`src/rtl/instr_encoder.sv`:
```
// instr_encoder: packs symbolic instruction requests into 32-bit MIPS words
// and queues them in a small circular FIFO feeding the fetch/decode path.
// Optional feature macro: INSTR_ENC_PSEUDO_LI_EN enables expansion of the
// `li` pseudo-op (op 4) into a lui/ori pair through the EXPAND state. When the
// macro is undefined, op 4 is treated as an illegal request.
//
// Handshake semantics (both ports): a transfer happens on the rising edge
// where valid && ready are both high. ready never depends on valid; the
// producer holds its payload stable until that edge, and out_instr is held
// stable while out_valid && !out_ready.

module instr_encoder #(
  parameter int DEPTH = 4
) (
  input  logic                       clk,
  input  logic                       rst_n,
  input  logic                       in_valid,
  output logic                       in_ready,
  input  logic [2:0]                 in_op,
  input  logic [5:0]                 in_funct,
  input  logic [4:0]                 in_rs,
  input  logic [4:0]                 in_rt,
  input  logic [4:0]                 in_rd,
  input  logic [31:0]                in_imm,
  output logic                       out_valid,
  input  logic                       out_ready,
  output logic [31:0]                out_instr,
  output logic [$clog2(DEPTH+1)-1:0] out_count,
  output logic                       err_illegal
);

  localparam int PW = (DEPTH > 1) ? $clog2(DEPTH) : 1;
  localparam int CW = $clog2(DEPTH + 1);

  localparam logic [2:0] OP_R   = 3'd0;
  localparam logic [2:0] OP_LW  = 3'd1;
  localparam logic [2:0] OP_SW  = 3'd2;
  localparam logic [2:0] OP_BEQ = 3'd3;
`ifdef INSTR_ENC_PSEUDO_LI_EN
  localparam logic [2:0] OP_LI  = 3'd4;
`endif

`ifdef INSTR_ENC_PSEUDO_LI_EN
  typedef enum logic {ST_IDLE = 1'b0, ST_EXPAND = 1'b1} state_t;
`else
  typedef enum logic {ST_IDLE = 1'b0} state_t;
`endif

  // FSM state is a plainly named register so checkers can bind to it.
  state_t state, state_n;

  logic [31:0] mem [DEPTH];
  logic [PW-1:0] wr_ptr, rd_ptr;
  logic [CW-1:0] count;
  logic          full;
  logic          push, pop;
  logic [31:0]   push_word;
  logic          set_err;

`ifdef INSTR_ENC_PSEUDO_LI_EN
  logic [31:0] ori_q;
  logic        latch_ori;
  logic [31:0] ori_word;
  assign ori_word = {6'b001101, in_rt, in_rt, in_imm[15:0]};
`else
  // Upper immediate bits only matter for the li expansion.
  logic unused_imm_hi;
  assign unused_imm_hi = ^in_imm[31:16];
`endif

  assign full        = (count == CW'(DEPTH));
  assign out_valid   = (count != '0);
  assign out_count   = count;
  assign out_instr   = mem[rd_ptr];
  assign pop         = out_valid && out_ready;

  // Next-state, handshake and push decode; pushes only ever happen when not full.
  always_comb begin
    state_n   = state;
    in_ready  = 1'b0;
    push      = 1'b0;
    push_word = '0;
    set_err   = 1'b0;
`ifdef INSTR_ENC_PSEUDO_LI_EN
    latch_ori = 1'b0;
`endif
    case (state)
      ST_IDLE: begin
        in_ready = !full;
        if (in_valid && !full) begin
          case (in_op)
            OP_R: begin
              push      = 1'b1;
              push_word = {6'b000000, in_rs, in_rt, in_rd, 5'b00000, in_funct};
            end
            OP_LW: begin
              push      = 1'b1;
              push_word = {6'b100011, in_rs, in_rt, in_imm[15:0]};
            end
            OP_SW: begin
              push      = 1'b1;
              push_word = {6'b101011, in_rs, in_rt, in_imm[15:0]};
            end
            OP_BEQ: begin
              push      = 1'b1;
              push_word = {6'b000100, in_rs, in_rt, in_imm[15:0]};
            end
`ifdef INSTR_ENC_PSEUDO_LI_EN
            OP_LI: begin
              push      = 1'b1;
              push_word = {6'b001111, 5'b00000, in_rt, in_imm[31:16]};
              latch_ori = 1'b1;
              state_n   = ST_EXPAND;
            end
`endif
            default: set_err = 1'b1;
          endcase
        end
      end
`ifdef INSTR_ENC_PSEUDO_LI_EN
      ST_EXPAND: begin
        // Request side is closed until the ori half is queued.
        if (!full) begin
          push      = 1'b1;
          push_word = ori_q;
          state_n   = ST_IDLE;
        end
      end
`endif
      default: state_n = ST_IDLE;
    endcase
  end

  // State register.
  always_ff @(posedge clk or negedge rst_n) begin
    if (!rst_n) state <= ST_IDLE;
    else        state <= state_n;
  end

`ifdef INSTR_ENC_PSEUDO_LI_EN
  // Holds the ori half of an li until EXPAND can push it.
  always_ff @(posedge clk or negedge rst_n) begin
    if (!rst_n)         ori_q <= '0;
    else if (latch_ori) ori_q <= ori_word;
  end
`endif

  // FIFO storage; cleared on reset so the empty head reads as zero.
  always_ff @(posedge clk or negedge rst_n) begin
    if (!rst_n) begin
      for (int i = 0; i < DEPTH; i++) mem[i] <= '0;
    end else if (push) begin
      mem[wr_ptr] <= push_word;
    end
  end

  // Pointers wrap naturally because DEPTH is a power of two.
  always_ff @(posedge clk or negedge rst_n) begin
    if (!rst_n) begin
      wr_ptr <= '0;
      rd_ptr <= '0;
    end else begin
      if (push) wr_ptr <= wr_ptr + 1'b1;
      if (pop)  rd_ptr <= rd_ptr + 1'b1;
    end
  end

  // Occupancy: simultaneous push and pop leave it unchanged.
  always_ff @(posedge clk or negedge rst_n) begin
    if (!rst_n) count <= '0;
    else        count <= count + CW'(push) - CW'(pop);
  end

  // Sticky illegal-request flag, cleared only by reset.
  always_ff @(posedge clk or negedge rst_n) begin
    if (!rst_n)       err_illegal <= 1'b0;
    else if (set_err) err_illegal <= 1'b1;
  end

endmodule

```
`config.mk`:
```
export PLATFORM = sky130hd
export DESIGN_NAME = instr_encoder
export DESIGN_NICKNAME = d
export VERILOG_FILES = /design/src/rtl/instr_encoder.sv
export SDC_FILE = /design/constraint.sdc
export NUM_CORES = 1
export LEC_CHECK = 0
export ABC_AREA = 1
export ABC_CLOCK_PERIOD_IN_PS = 1900
export CORE_ASPECT_RATIO = 1.5
export CORE_MARGIN = 1
export CORE_UTILIZATION = 49
export CTS_CLUSTER_SIZE = 8
export DETAILED_ROUTE_END_ITERATION = 6
export PLACE_DENSITY = 0.76
export SYNTH_ARGS = -nofsm -noshare
export SYNTH_HDL_FRONTEND = slang
export SYNTH_SLANG_ARGS = --single-unit
```
`constraint.sdc`:
```
create_clock -name clk -period 1.9 [get_ports clk]
set_clock_uncertainty 0.1 [all_clocks]
set_input_delay 0.38 -clock clk [delete_from_list [all_inputs] [get_ports clk]]
set_output_delay 0.38 -clock clk [all_outputs]
set_load 0.05 [all_outputs]
```
==> load_flow_metrics.sql <==
INSERT INTO impl_metrics (metric_group, metric, value, unit) VALUES
('logic_synthesis', 'syn_area', '0.00603', 'mm2'),
('clock_network', 'clock-sinks', '124', ''),
('sta', 'fin_ws', '-264', 'ps'),
('global_route', 'grt-ovfl-total', '0', ''),
('logic_synthesis', 'cell_types_occupying_the_most_area_after_synthesis', 'dfrtp_1, nand2_1, o21ai_0', ''),
('finish', 'number_of_nets_in_the_finished_design', '936', ''),
('sta', 'rsz0062_at_grt', 'true', ''),
('setup_path', 'worst-r2r-setup-slack', '-150', 'ps'),
('logic_synthesis', 'mean_instance_size_in_the_synthesized_netlist', '7.89', 'um2'),
('global_route', 'first_global_vias', '5929', ''),
('clock_network', 'buffer_type_at_the_clock_tree_root', 'clkbuf_16', ''),
('clock_network', 'cts_tree', 'built', ''),
('sta', 'final_hold_viol_count', '0', ''),
('routing', 'detailedRoute.firstPassIterationCount', '5', ''),
('logic_synthesis', 'postSynthRegisterBits', '124', ''),
('setup_path', 'r2r_start', 'out_count[0]', ''),
('logic_synthesis', 'synthesis.nets', '831', ''),
('setup_path', 'crit-reg2reg-capture', 'out_count[1]', ''),
('placement', 'dp_cells', '999', ''),
('clock_network', 'clkLatencyLatePin', '410', 'ps'),
('die', 'die_w', '92.6', 'um'),
('clock_network', 'cts_buffer_depth', '2', ''),
('logic_synthesis', 'synth_cells', '764', ''),
('die', 'initial_utilization', '0.502', ''),
('routing', 'finalWirelength', '17.5', 'mm'),
('routing', 'detail_route.vias_per_cell', '5.57', ''),
('finish', 'area_growth', '40.6', '%'),
('routing', 'vias', '5770', ''),
('die', 'die_y', '138', 'um'),
('routing', 'routedWlPerCell', '17.0', 'um'),
('pwr', 'ir_worst_vdd', '0.00133', 'V'),
('routing', 'ant_nets', '0', ''),
('sta', 'max_clock_freq', '0.462', 'GHz'),
('clock_network', 'cts_inserted_buffers', '17', ''),
('die', 'ios', '98', ''),
('routing', 'drtIter0Drc', '411', ''),
('finish', 'final_cell_mix', 'nand2_1, dfrtp_1, nor2_1, buf_12, clkdlybuf4s50_1', ''),
('finish', 'nFillCells', '887', ''),
('pwr', 'pwr-share-comb', '0.578', ''),
('finish', 'final_antenna_diode_count', '0', ''),
('pwr', 'power.leakage', '0.00429', 'uW'),
('hold_path', 'hold_path.class', 'in -> async', ''),
('placement', 'gp_routability_congestion', '0.844', ''),
('placement', 'hpwl', '10.9', 'mm'),
('flow_run', 'drv_cap', '0', ''),
('logic_synthesis', 'yosysWarningCount', '0', ''),
('setup_path', 'setup.worst_path.end_class', 'primary output', ''),
('pwr', 'power.internal', '10400', 'uW'),
('finish', 'fin_util', '0.706', ''),
('status', 'status', 'finished with violations', ''),
('pwr', 'power.sequential.fraction', '0.246', ''),
('logic_synthesis', 'synth_sequential_area_ratio', '0.515', ''),
('pwr', 'power_switching', '7840', 'uW'),
('routing', 'drc', '0', ''),
('global_route', 'grt_max_degree', '46', ''),
('setup_path', 'crit_arrival', '1680', 'ps'),
('setup_path', 'timing_worst_setup_path_type', 'reg -> out', ''),
('setup_path', 'worst_r2r_path_depth', '10', ''),
('status', 'violated_checks', 'negative setup slack', ''),
('die', 'floorplan.die_area', '0.0128', 'mm2'),
('clock_network', 'clk_transition_reported_paths', '50', 'ps'),
('sta', 'post-route-min-period', '2160', 'ps'),
('sta', 'report.final.slew_viol_count', '0', ''),
('logic_synthesis', 'synth.distinct_cells', '28', ''),
('finish', 'drive_gt1_frac', '0.196', ''),
('clock_network', 'cts_htree_levels', '4', ''),
('sta', 'layout_worst_path_cycle_share', '1.14', ''),
('global_route', 'global_route_wire_length_before_repair', '28.6', 'mm'),
('finish', 'layout.cells.most_common', 'nand2_1', ''),
('global_route', 'grtUsageTotal', '0.294', ''),
('logic_synthesis', 'post-synth-top-area-cell', 'dfrtp_1', ''),
('pwr', 'sw_frac_of_total', '0.431', ''),
('die', 'fp.coreArea', '0.0120', 'mm2'),
('finish', 'finish.cell_count_without_fillers', '1035', ''),
('pwr', 'clkPwrFrac', '0.177', ''),
('logic_synthesis', 'synth_top_area_share', '0.515', ''),
('setup_path', 'timing.critical_path.from_type', 'flip-flop', ''),
('global_route', 'grt_antenna_before_repair', '0', ''),
('die', 'rows', '49', ''),
('placement', 'port-buffer-count', '80', ''),
('pwr', 'cellPowerDensity', '2150', 'mW/mm2'),
('setup_path', 'worst_ep_required_time', '1420', 'ps'),
('sta', 'final-setup-viol-count', '35', ''),
('setup_path', 'timing.critical_path.fanout_max', '30', '');
power by group through the flow:
stage                     Sequential (uW)  Clock (uW)  Combinational, uW
after detailed placement             4430           0              10100
after global routing                 4590        3360              11100
final                                4470        3220              10500
after CTS                            4440        3240              10500
after floorplan                      4390           0               5910
after global placement               4350           0               9910
kinds of logic (layout without fill, tap and decap cells):
| logic type | after synthesis | in the layout | synth area share |
|---|---|---|---|
| simple gates | 446 | 446 | 0.295 |
| compound gates | 102 | 102 | 0.0923 |
| xor+xnor | 4 | 4 | 0.00581 |
| buf+inv | 80 | 198 | 0.0755 |
| flops | 124 | 124 | 0.515 |
| fa+ha+maj | 7 | 7 | 0.0158 |
| other cells | 1 | 1 | 0.000622 |
critical path, stage by stage (launching register included):
cell,delay (ps)
dfrtp_2,460
buf_12,210
o21ai_0,150
o22ai_2,260
buf_12,180
layer usage:
layer / GRT usage / routed length, um / up-vias
li1: - / - / 2624
met1: 0.331 / 6450 / 2770
met2: 0.503 / 9120 / 292
met3: 0.0713 / 1210 / 84
met4: 0.177 / 775 / 0
met5: 0 / 0 / -
synth_stat cells:
library cell and number:
buf_1 2, buf_2 9, buf_4 8, buf_6 10, clkbuf_1 13, clkbuf_8 3
conb_1 1, dfrtp_1 124, dlymetal6s2s_1 1, fa_1 1, ha_1 6, inv_1 33
inv_2 1, nand2_1 335, nand2_4 1, nand3_1 34, nand3_4 1, nand4_1 4
nor2_1 66, nor2_2 1, nor2_4 4, o21ai_0 66, o21ai_1 4, o21ai_2 2
o21bai_1 1, o22ai_1 29, xnor2_1 2, xor2_1 2
what timing repair did:
item | in CTS | in global routing
hold endpoints to repair | 24 | 0
gates resized for setup | 38 | 16
hold buffers | 1 | 0
endpoints found under the setup margin | 35 | 35
setup buffers | 3 | 0
pin swaps | 10 | 3
stage by stage:
step                      instance area [um2]  total power (uW)  setup slack (ps)  hold WS (ps)  TNS, ps
after floorplan                          6290             10300              -327         -15.6     -651
after global placement                   7760             14300              -298           226    -1040
after detailed placement                 7760             14600              -358           233    -2210
after CTS                                8470             18100              -243           345    -7010
after global routing                     8480             19100              -304           366    -8950
final                                    8480             18200              -264           341    -7100
flip-flops by register name (all words and copies together) (netlist names):
| register | count |
|---|---|
| rd_ptr | 2 |
| err_illegal | 1 |
| mem | 116 |
| out_count | 3 |
| wr_ptr | 2 |
how the worst max path moves through the flow:
stage,start,endpoint,slack (ps),cells past startpoint
2_1_floorplan,out_count[1],out_count[2],-330,9
3_3_place_gp,in_valid,out_count[1],-300,8
3_5_place_dp,in_valid,out_count[2],-360,8
4_1_cts,rd_ptr[0],out_instr[31],-240,4
5_1_grt,rd_ptr[0],out_instr[2],-300,5
6_report,rd_ptr[0],out_instr[13],-260,4
final cells by class:
cell class | instances | area (um2) | share of cell area
clock buffer | 25 | 505 | 0.0596
sequential | 124 | 3110 | 0.367
clock inverter | 7 | 85.1 | 0.0100
timing repair buffer | 132 | 1730 | 0.205
multi-input combinational | 560 | 2720 | 0.320
inverter | 34 | 138 | 0.0162
tap | 153 | 191 | 0.0226
No activity file was read; power rests on OpenSTA's default activity.
==> patch 1 (same flow settings) <==
Change the parameter `DEPTH` from 4 to 8.
--- a/src/rtl/instr_encoder.sv
+++ b/src/rtl/instr_encoder.sv
@@ -11,5 +11,5 @@
 
 module instr_encoder #(
-  parameter int DEPTH = 4
+  parameter int DEPTH = 8
 ) (
   input  logic                       clk,
Interface: changed (resized out_count); port bits go from 98 to 99. The function was not compared with the original's and may differ.
==> patch 1 against the original RTL <==
The run ends with design-rule violations, negative setup slack left; wire length grew 110%; non-clock buffer count grew 55; power grew 55%; count of clock-buffer cells in the layout grew 14; worst setup slack lost 0.33 ns; design area grew 80%; sequential cell count grew 119; sequential power grew 89%; synthesized area grew 100%; critical path depth grew 5; via count grew 95%; critical path type unchanged; largest power group unchanged; highest routed layer unchanged.
==> patch 1: results (changes against the original RTL) <==
| Metric | Value |
|---|---|
| Status | `finished, violations left (unchanged)` |
| Failing checks | `design-rule violations, negative setup slack (was negative setup slack)` |
| Synth top cells by count | `970 x nand2_1, 243 x dfrtp_1, 166 x nor2_1 (was 335 x nand2_1, 124 x dfrtp_1, 66 x nor2_1, 66 x o21ai_0, 34 x nand3_1)` |
| R2r startpoint | `out_count[1]$_DFF_PN0_ (was out_count[0]$_DFF_PN0_)` |
| M2 GR Usage | `0.509 (was 0.503)` |
| # port buffers | `81 (was 80)` |
| Max reg flops | `232 (was 116)` |
| DR WL met3 | `2740 µm (was 1210 µm)` |
| Synth area leaders | `dfrtp_1 50%, nand2_1 30%, nor2_1 5.2%, o21ai_0 4.4%, buf_4 2.1% (was dfrtp_1 51%, nand2_1 21%, o21ai_0 5.5%, nor2_1 4.1%, o22ai_1 3.0%)` |
| Adder-Cell Fraction of Synth Area | `0.00995 (was 0.0158)` |
| VDD IR max | `0.00124 V (was 0.00133 V)` |
| Critical Path Fanout Max | `11 (was 30)` |
| R2R Setup Slk | `-0.09 ns (was -0.15 ns)` |
| Final layout net count | `1865 (was 936)` |
| Wire length per cell | `17.2 µm (was 17.0 µm)` |
| GRT met1 Usage | `0.376 (was 0.331)` |
| Post-place setup slack | `-0.309 ns (was -0.358 ns)` |
| Sequential share of the synthesized area | `0.504 (was 0.515)` |
| Vias in the first global route | `11200 (was 5929)` |
| DRC viols | `14 (was 0)` |
| Met3 Track Usage GR | `0.0466 (was 0.0713)` |
| Met2 Wirelength | `18500 µm (was 9120 µm)` |
| Fillers | `2059 (was 887)` |
| WP data arrival | `2.02 ns (was 1.68 ns)` |
| Mean Syn Cell Area | `7.18 µm² (was 7.89 µm²)` |
| Drt pass-1 iters | `7 (was 5)` |
| Post-Synth XOR/XNOR Area | `0.00363 (was 0.00581)` |
| Initial DRC Count | `1013 (was 411)` |
| M1 WL | `13900 µm (was 6450 µm)` |
| H-tree Lvls | `2 (was 4)` |
| Fin cells | `2123 (was 1035)` |
| All-Layer GR Usage | `0.300 (was 0.294)` |
| Final Worst Setup Slack | `-0.598 ns (was -0.264 ns)` |
| Leakage | `8.17 nW (was 4.29 nW)` |
| Final hold slack | `0.289 ns (was 0.341 ns)` |
| DP Wirelength | `21300 µm (was 10900 µm)` |
| # setup viols final | `35 (unchanged)` |
| Post_cts resized | `110 (was 38)` |
| Worst-skew pair later-pin latency | `0.51 ns (was 0.41 ns)` |
## patch 1: cell types whose count changed in the layout (fill, tap and decap cells not counted), moves of 34 or more
cell     before  now
buf_4        32   66
o21ai_0      41   79
nand2_2       0   36
nor2_1       66  147
dfrtp_1     119  237
nand2_1     333  941
## patch 1: worst max-delay path by stage
stage | endpoint | startpoint | slack, ns
4_1_cts | out_instr[15] | rd_ptr[0]$_DFFE_PN0P_ | -0.57
2_1_floorplan | out_count[2]$_DFF_PN0_ | out_count[2]$_DFF_PN0_ | -0.29
3_5_place_dp | mem[224]$_DFFE_PN0P_ | in_op[2] | -0.31
6_report | out_instr[11] | rd_ptr[0]$_DFFE_PN0P_ | -0.60
3_3_place_gp | mem[160]$_DFFE_PN0P_ | in_op[2] | -0.30
5_1_grt | out_instr[9] | rd_ptr[0]$_DFFE_PN0P_ | -0.66
## patch 1: final cells by class
cell class	instances	area (µm²)	share of cell area
sequential	243	6090	0.399
timing repair buffer	187	2200	0.144
clock inverter	1	7.51	0.000492
tap	324	405	0.0266
antenna	1	2.50	0.000164
inverter	22	97.6	0.00640
multi-input combinational	1305	5500	0.361
timing repair inverter	1	6.26	0.000410
clock buffer	39	933	0.0612
## patch 1: worst max-delay path: stages, from the launching register on
cell and delay [ns]:
dfrtp_4 0.55, buf_6 0.18, clkbuf_16 0.17, nor2_1 0.10, nor2_1 0.04, o21ai_1 0.10
nand2_1 0.06, nand2_1 0.07, nand2_2 0.08, buf_8 0.16
## patch 1: where the power goes
| group | switching [mW] | internal, mW | leakage (nW) |
|---|---|---|---|
| registers | 1.22 | 7.21 | 3.19 |
| clock network | 2.15 | 3.41 | 0.458 |
| logic | 8.75 | 5.56 | 4.52 |
==> patch 2 (config.mk and constraints unchanged) <==
Without the edit above. Put one more register stage on the output `out_count`, with the module's reset. The value now appears one clock later. The other outputs are not delayed to match.
--- a/src/rtl/instr_encoder.sv
+++ b/src/rtl/instr_encoder.sv
@@ -71,5 +71,11 @@
   assign full        = (count == CW'(DEPTH));
   assign out_valid   = (count != '0);
-  assign out_count   = count;
+  always_ff @(posedge clk or negedge rst_n) begin
+    if (!rst_n) begin
+      out_count <= '0;
+    end else begin
+      out_count <= count;
+    end
+  end
   assign out_instr   = mem[rd_ptr];
   assign pop         = out_valid && out_ready;
Check against the original RTL: not equivalent (a bounded check fails within 4 cycles, from zero or initial values and one cycle with rst_n low).
==> patch 2 against the original RTL <==
The flow still finishes with violations (negative setup slack); final cell count increased by 1.4%; synthesized area increased by 1.3%; power decreased by 0.88%; design area increased by 0.81%; global-route usage increased by 1.7 points; worst setup slack got worse by 0.021 ns; highest routed layer unchanged; sequential cell count increased by 3; largest cell class unchanged; critical path depth unchanged; wire length increased by 9.4%; critical path type unchanged.
==> patch 2: results (changes against the original RTL) <==
| Metric | Value |
|---|---|
| Status | `finished, violations left (unchanged)` |
| Failing checks | `negative setup slack (unchanged)` |
| Dpl cells | `1008 (was 999)` |
| First-pass GRT wire length | `30700 µm (was 28600 µm)` |
| Final layout net count | `951 (was 936)` |
| Vias post-DR | `5933 (was 5770)` |
| Leakage | `4.34 nW (was 4.29 nW)` |
| R2R Setup Slk | `-0.13 ns (was -0.15 ns)` |
| # setup viols final | `33 (was 35)` |
| WP data arrival | `1.70 ns (was 1.68 ns)` |
| Fillers | `856 (was 887)` |
| Synth top cells by count | `335 x nand2_1, 127 x dfrtp_1, 66 x o21ai_0 (was 335 x nand2_1, 124 x dfrtp_1, 66 x nor2_1, 66 x o21ai_0, 34 x nand3_1)` |
| Largest net degree at the start of global routing | `36 (was 46)` |
| Final Worst Setup Slack | `-0.284 ns (was -0.264 ns)` |
| Synth area leaders | `dfrtp_1 52%, nand2_1 21%, o21ai_0 5.4%, nor2_1 4.0%, o22ai_1 3.0% (was dfrtp_1 51%, nand2_1 21%, o21ai_0 5.5%, nor2_1 4.1%, o22ai_1 3.0%)` |
| Critical path's top delay family | `compound AO/OA/AOI/OAI gates (was flip-flops)` |
| Net Count, Synth | `834 (was 831)` |
| Terminus of the critical flop-to-flop path | `count[1]$_DFF_PN0_ (was out_count[1]$_DFF_PN0_)` |
| Worst hold path class | `register to register (was input pin to asynchronous set/reset pin)` |
| All-Layer GR Usage | `0.311 (was 0.294)` |
| VDD IR max | `0.000958 V (was 0.00133 V)` |
| Wire length per cell | `18.3 µm (was 17.0 µm)` |
| DP Wirelength | `11700 µm (was 10900 µm)` |
| Layout cell share with drive strength beyond 1 | `0.235 (was 0.196)` |
| Switching pwr | `8.05 mW (was 7.84 mW)` |
-- patch 2: per-stage QoR --
step / setup slack [ns] / cell area, µm² / utilization / hold slack (ns) / setup TNS [ns]
3_5_place_dp: -0.315 / 7480 / 0.619 / 0.286 / -7.71
6_report: -0.284 / 8550 / 0.708 / 0.373 / -7.29
2_1_floorplan: -0.206 / 6360 / - / -0.0156 / -0.427
3_3_place_gp: -0.300 / 7480 / 0.619 / 0.276 / -6.35
5_1_grt: -0.321 / 8550 / 0.708 / 0.396 / -8.56
4_1_cts: -0.257 / 8450 / 0.700 / 0.374 / -6.91
-- patch 2: kinds of logic after synthesis --
family	count (synthesis)	synth area share
other	1	0.000614
AO/OA/AOI/OAI	102	0.0906
AND/OR/NAND/NOR	445	0.291
flip-flops	127	0.520
XOR/XNOR	4	0.00574
buffers and inverters	81	0.0762
adder cells (fa/ha/maj)	7	0.0156
-- patch 2: per-layer routing --
metal,vias up,global-route usage,wire [µm]
met4,0,0.176,1020
met3,89,0.0630,1290
met1,2883,0.351,6830
met5,-,0,0
met2,300,0.538,10000
li1,2661,-,-
-- patch 2: what timing repair did --
item / in CTS / in global routing
endpoints found under the hold margin: 30 / 0
cloned: 3 / 0
buffers inserted: 5 / 1
pin swaps: 8 / 5
endpoints found under the setup margin: 34 / 35
gates resized for setup: 71 / 47
hold buffers: 1 / 0
-- patch 2: power by group through the flow --
| stage | Clock, mW | Sequential [mW] | Combinational, mW |
|---|---|---|---|
| after floorplan | 0 | 4.50 | 5.92 |
| after global placement | 0 | 4.46 | 8.24 |
| after detailed placement | 0 | 4.53 | 8.44 |
| after CTS | 3.62 | 4.55 | 9.49 |
| after global routing | 3.77 | 4.73 | 10.4 |
| final | 3.62 | 4.63 | 9.81 |
-- patch 2: cell type report --
| type | instances | area share |
|---|---|---|
| inverter | 35 | 0.0165 |
| multi-input combinational | 559 | 0.329 |
| clock inverter | 10 | 0.0214 |
| clock buffer | 22 | 0.0555 |
| sequential | 127 | 0.372 |
| tap | 153 | 0.0224 |
| timing repair buffer | 144 | 0.183 |
-- patch 2: how the worst min path moves through the flow --
stage                      endpoint  cells after the start
2_1_floorplan    count[0]$_DFF_PN0_                      0
3_3_place_gp     mem[7]$_DFFE_PN0P_                      1
3_5_place_dp   mem[104]$_DFFE_PN0P_                      1
4_1_cts        mem[105]$_DFFE_PN0P_                      2
5_1_grt        mem[117]$_DFFE_PN0P_                      2
6_report       mem[105]$_DFFE_PN0P_                      2
-- patch 2: tightest hold or removal path, stage by stage (launching register included) --
cell and delay, ns:
dfrtp_1 0.34, nand2_1 0.05, nand2_1 0.05
